### src/rtl/rst_seq_pkg.sv
// rst_seq_pkg: shared types and constants for the reset sequencer.
//   state_t          - sequencer FSM states
//   DEF_*            - default parameter values
//   RST_CNT_W        - width of the software-reset counter output
package rst_seq_pkg;

    typedef enum logic [2:0] {
        ST_RESET = 3'd0,
        ST_SYNC  = 3'd1,
        ST_HOLD  = 3'd2,
        ST_GAP   = 3'd3,
        ST_DONE  = 3'd4,
        ST_RUN   = 3'd5
    } state_t;

    localparam int DEF_SYNC_STAGES = 2;
    localparam int DEF_HOLD_CYCLES = 16;
    localparam int DEF_STAGE_GAP   = 4;
    localparam int RST_CNT_W       = 8;

    function automatic int max2(input int a, input int b);
        return (a > b) ? a : b;
    endfunction

endpackage

### src/rtl/rst_sync.sv
// rst_sync: async-assert / sync-deassert reset synchronizer chain.
//   clk      - clock
//   rst_n    - asynchronous active-low reset input
//   o_sync_n - synchronized release (last stage)
//   o_pre_n  - stage feeding the last one; lets a consumer act on the
//              same edge at which o_sync_n goes high
module rst_sync #(
    parameter int STAGES = 2
) (
    input  logic clk,
    input  logic rst_n,
    output logic o_sync_n,
    output logic o_pre_n
);

    logic [STAGES-1:0] r_chain;

    always_ff @(posedge clk or negedge rst_n) begin
        if (!rst_n) r_chain <= '0;
        else        r_chain <= {r_chain[STAGES-2:0], 1'b1};
    end

    assign o_sync_n = r_chain[STAGES-1];
    assign o_pre_n  = r_chain[STAGES-2];

endmodule

### src/rtl/rst_sequencer.sv
// rst_sequencer: staged reset release (core, then peripherals, then done)
// with synchronous software reset.
//   clk          - clock
//   rst_n        - asynchronous active-low reset
//   sw_rst_req   - software reset request, honoured only in RUN
//   rst_core_n   - core-domain reset, active-low
//   rst_periph_n - peripheral-domain reset, active-low
//   rst_done     - sequence complete
//   rst_cnt      - saturating count of accepted software resets
//                  (present only when RST_CNT_EN is defined)
module rst_sequencer
    import rst_seq_pkg::*;
#(
    parameter int SYNC_STAGES = DEF_SYNC_STAGES,
    parameter int HOLD_CYCLES = DEF_HOLD_CYCLES,
    parameter int STAGE_GAP   = DEF_STAGE_GAP
) (
    input  logic                 clk,
    input  logic                 rst_n,
    input  logic                 sw_rst_req,
    output logic                 rst_core_n,
    output logic                 rst_periph_n,
    output logic                 rst_done
`ifdef RST_CNT_EN
    ,
    output logic [RST_CNT_W-1:0] rst_cnt
`endif
);

    localparam int CW = $clog2(max2(HOLD_CYCLES, STAGE_GAP) + 1);

    state_t        r_state, w_next_state;
    logic [CW-1:0] r_cnt, w_next_cnt;
    logic          r_core_n, r_periph_n, r_done;
    logic          w_next_core_n, w_next_periph_n, w_next_done;
    logic          w_sync_n, w_pre_n, w_sw_acc, w_hold_end, w_gap_end;

    rst_sync #(.STAGES(SYNC_STAGES)) u_sync (
        .clk      (clk),
        .rst_n    (rst_n),
        .o_sync_n (w_sync_n),
        .o_pre_n  (w_pre_n)
    );

    assign w_sw_acc   = (r_state == ST_RUN) && sw_rst_req;
    assign w_hold_end = (r_cnt == CW'(HOLD_CYCLES - 1)) && w_sync_n;
    assign w_gap_end  = (r_cnt == CW'(STAGE_GAP - 1));

    always_ff @(posedge clk or negedge rst_n) begin
        if (!rst_n) begin
            r_state    <= ST_RESET;
            r_cnt      <= '0;
            r_core_n   <= 1'b0;
            r_periph_n <= 1'b0;
            r_done     <= 1'b0;
        end else begin
            r_state    <= w_next_state;
            r_cnt      <= w_next_cnt;
            r_core_n   <= w_next_core_n;
            r_periph_n <= w_next_periph_n;
            r_done     <= w_next_done;
        end
    end

    always_comb begin
        w_next_state    = r_state;
        w_next_cnt      = r_cnt;
        w_next_core_n   = r_core_n;
        w_next_periph_n = r_periph_n;
        w_next_done     = r_done;
        case (r_state)
            ST_RESET: w_next_state = ST_SYNC;
            // Enter HOLD on the edge at which the synchronized release appears.
            ST_SYNC: begin
                if (w_pre_n) begin
                    w_next_state = ST_HOLD;
                    w_next_cnt   = '0;
                end
            end
            ST_HOLD: begin
                if (w_hold_end) begin
                    w_next_state  = ST_GAP;
                    w_next_cnt    = '0;
                    w_next_core_n = 1'b1;
                end else begin
                    w_next_cnt = r_cnt + 1'b1;
                end
            end
            ST_GAP: begin
                if (w_gap_end) begin
                    w_next_state    = ST_DONE;
                    w_next_cnt      = '0;
                    w_next_periph_n = 1'b1;
                end else begin
                    w_next_cnt = r_cnt + 1'b1;
                end
            end
            ST_DONE: begin
                w_next_state = ST_RUN;
                w_next_done  = 1'b1;
            end
            ST_RUN: begin
                if (w_sw_acc) begin
                    w_next_state    = ST_HOLD;
                    w_next_cnt      = '0;
                    w_next_core_n   = 1'b0;
                    w_next_periph_n = 1'b0;
                    w_next_done     = 1'b0;
                end
            end
            default: w_next_state = ST_RESET;
        endcase
    end

    assign rst_core_n   = r_core_n;
    assign rst_periph_n = r_periph_n;
    assign rst_done     = r_done;

`ifdef RST_CNT_EN
    logic [RST_CNT_W-1:0] r_rst_cnt;

    always_ff @(posedge clk or negedge rst_n) begin
        if (!rst_n)                          r_rst_cnt <= '0;
        else if (w_sw_acc && r_rst_cnt != '1) r_rst_cnt <= r_rst_cnt + 1'b1;
    end

    assign rst_cnt = r_rst_cnt;
`endif

endmodule

### config.mk
export PLATFORM = sky130hd
export DESIGN_NAME = rst_sequencer
export DESIGN_NICKNAME = d
export VERILOG_FILES = /design/src/rtl/rst_seq_pkg.sv /design/src/rtl/rst_sync.sv /design/src/rtl/rst_sequencer.sv
export SDC_FILE = /design/constraint.sdc
export NUM_CORES = 1
export LEC_CHECK = 0
export BUFFER_PORTS_ARGS = -buffer_cell sky130_fd_sc_hd__buf_2
export CORE_MARGIN = 1
export CORE_UTILIZATION = 35
export DETAILED_ROUTE_END_ITERATION = 12
export SYNTH_ARGS = -nofsm -noshare
export SYNTH_HDL_FRONTEND = slang
export SYNTH_HIERARCHICAL = 1
export SYNTH_SLANG_ARGS = --single-unit
### constraint.sdc
create_clock -name clk -period 5.8 [get_ports clk]
set_clock_uncertainty 0.2 [all_clocks]
set_input_delay 1.16 -clock clk [delete_from_list [all_inputs] [get_ports clk]]
set_output_delay 1.16 -clock clk [all_outputs]
set_load 0.005 [all_outputs]
==> out/results.txt <==
Outcome: completed
Register area share after synthesis: 0.518
Num CTS Buffers: 3
Layout area overhead: 12.4%
Net Count, Synth: 64
Vias per cell: 5.04
Netlist cell types: 21
Core area: 1590 sq um
Post-route minimum period: 2160 ps
R2r startpoint: r_cnt[0]
Top layer in use: met4
# clock sinks: 13
Pre-CTS setup slack: 3620 ps
Metal3 WL: 74 microns
Setup_tns: 0 ps
Cell mode on critical path: ha_1
Antenna-violating nets left: 0
Worst-skew pair later-pin latency: 280 ps
Ratio of cells with drive above 1 in the final layout: 0.194
Bufs and invs on worst path: 0
RSZ-0062 raised after global routing: no
DIE AREA: 1970 sq um
Die Y: 44.4 microns
Worst setup margin: 3640 ps
Routed WL: 1.08 mm
Cell family with most CP delay: compound AO/OA/AOI/OAI gates
Die X: 44.4 microns
Post-Synthesis Cells: 59
Kind of critical path: flip-flop to flip-flop
R2r setup slk: 3640 ps
Resize count post-CTS: 0
# Post-CTS Setup Buffers: 0
Clock slew at reported path FFs: 70 ps
Max Freq: 0.462 GHz
Final HPWL DP: 738 microns
Yosys reg bits: 13
Setup crit end: r_cnt[3]
Total power draw: 348 uW
Synth Area per Inst: 10.6 sq um
Drt wl/cell: 11.8 microns
Crit. Startpoint: r_cnt[0]
Final count of hold timing violations: 0
Slew Limit Fails: 0
Vias: 459
Worst vdd ir: 0.000187 V
CP Max Fanout: 7
Wl on met1: 518 microns
First-pass GRT wire length: 1.76 mm
Met2 WL post-DR: 446 microns
R2R Path End: r_cnt[3]
Longest Clk Path Bufs: 2
Leakage: 0.302 nW
Fin crit share: 0.373
# port buffers: 5
Cell Rows: 14
Vias in the first global route: 399
Pre-antenna DRT Iters: 4
Largest net degree at the start of global routing: 14
Io pins: 6
Nets: 73
WP depth: 7
Root Buffer: clkbuf_4
Worst path max stage delay: 410 ps
Final GP Congestion: 0.809
CTS Hold Buffers Added: 0
Critical path startpoint category: flip-flop
Crit path DAT: 2160 ps
DR DRC count: 0
CP endpoint kind: flip-flop
CTS H-tree lvls: 1
N_diodes: 0
Hold Path Class: flip-flop to flip-flop
CP required: 5800 ps
Total GRT Usage: 0.135
Critical-path top delay cell: dfrtp_1
Initial antenna violation count: 0
Pwr/cell area: 493 nW/um^2
Final setup viols: 0
R2R depth: 7
Crit path cell chain: ha_1, and3_1, ha_1, and3b_4, a211oi_4, a41oi_1, a31oi_1
Gr ovfl total: 0
Synthesized cell area: 628 sq um
Max-Cap Viols: 0
DR iter-0 viols: 17
Starting Density: 0.394
Fill cell count: 157
CTS tree: built
Yosys Warn Count: 6
Hold Crit Start: u_sync/r_chain[0]
-- worst min path at each step --
stage / to / cells past startpoint
finish: u_sync/r_chain[1] / 0
global route: u_sync/r_chain[1] / 0
detailed placement: u_sync/r_chain[1] / 0
floorplan: u_sync/r_chain[1] / 0
CTS: u_sync/r_chain[1] / 0
global placement: u_sync/r_chain[1] / 0
-- synthesized netlist by cell type --
master    count  area (sq um)
a22o_1        1          8.76
o22ai_1       2          12.5
dfrtp_1      13           325
a21oi_1       6          30.0
a211oi_4      1          20.0
o21ai_0       6          30.0
o22a_1        1          8.76
inv_1         5          18.8
and3b_4       1          12.5
conb_1        1          3.75
nor4b_2       1          15.0
a41oi_1       1          8.76
mux2_2        2          22.5
ha_1          2          25.0
nand2b_1      5          31.3
and3_1        1          6.26
nand3_1       1          5.00
a31oi_1       3          18.8
clkbuf_1      1          3.75
nand2_1       4          15.0
and2_1        1          6.26
-- cell families after synthesis --
kind of cell / Yosys count / synth area share
AO/OA/AOI/OAI: 21 / 0.219
AND/OR/NAND/NOR: 14 / 0.145
flip-flops: 13 / 0.518
buffers and inverters: 6 / 0.0359
multiplexers: 2 / 0.0359
adder cells (fa/ha/maj): 2 / 0.0398
other: 1 / 0.00597
-- through the flow --
step | hold slack (ps) | instances | area [sq um] | util
finish | 212 | 91 | 706 | 0.443
detailed placement | 197 | 87 | 679 | 0.426
global placement | 186 | 87 | 679 | 0.426
global route | 227 | 91 | 706 | 0.443
CTS | 216 | 91 | 706 | 0.443
floorplan | 171 | 59 | 628 | -
-- routing by layer --
layer  global-route usage  vias up
met5                    0        -
met4                0.127        0
met3               0.0367        4
met2                0.182       16
met1                0.172      210
li1                     -      229
-- state kept, by name (all words and copies together), names as in the netlist --
name	cells
u_sync/r_chain	2
rst_core_n	1
r_cnt	5
rst_done	1
rst_periph_n	1
r_state	3
-- cells in the final DEF (no fill, tap or decap), drive strengths merged, types with 3 or more instances in the layout --
| cell | count |
|---|---|
| dfrtp | 13 |
| a21oi | 6 |
| o21ai | 6 |
| inv | 5 |
| nand2b | 5 |
| buf | 5 |
| nand2 | 4 |
| clkbuf | 4 |
| a31oi | 3 |
-- where the power goes --
part | internal [mW] | switching, mW | total [mW]
clock | 0.0267 | 0.0291 | 0.0558
sequential | 0.124 | 0.0428 | 0.167
combinational | 0.0646 | 0.0610 | 0.126
total | 0.215 | 0.133 | 0.348
-- layout make-up --
class / count / area, sq um / area share
inverters: 5 / 18.8 / 0.0266
well taps: 24 / 30.0 / 0.0426
flip-flops and latches: 13 / 325 / 0.461
repair buffers: 5 / 25.0 / 0.0355
clock buffers: 4 / 26.3 / 0.0372
multi-input cells: 40 / 280 / 0.397
Power figures use the tool's default switching activity.
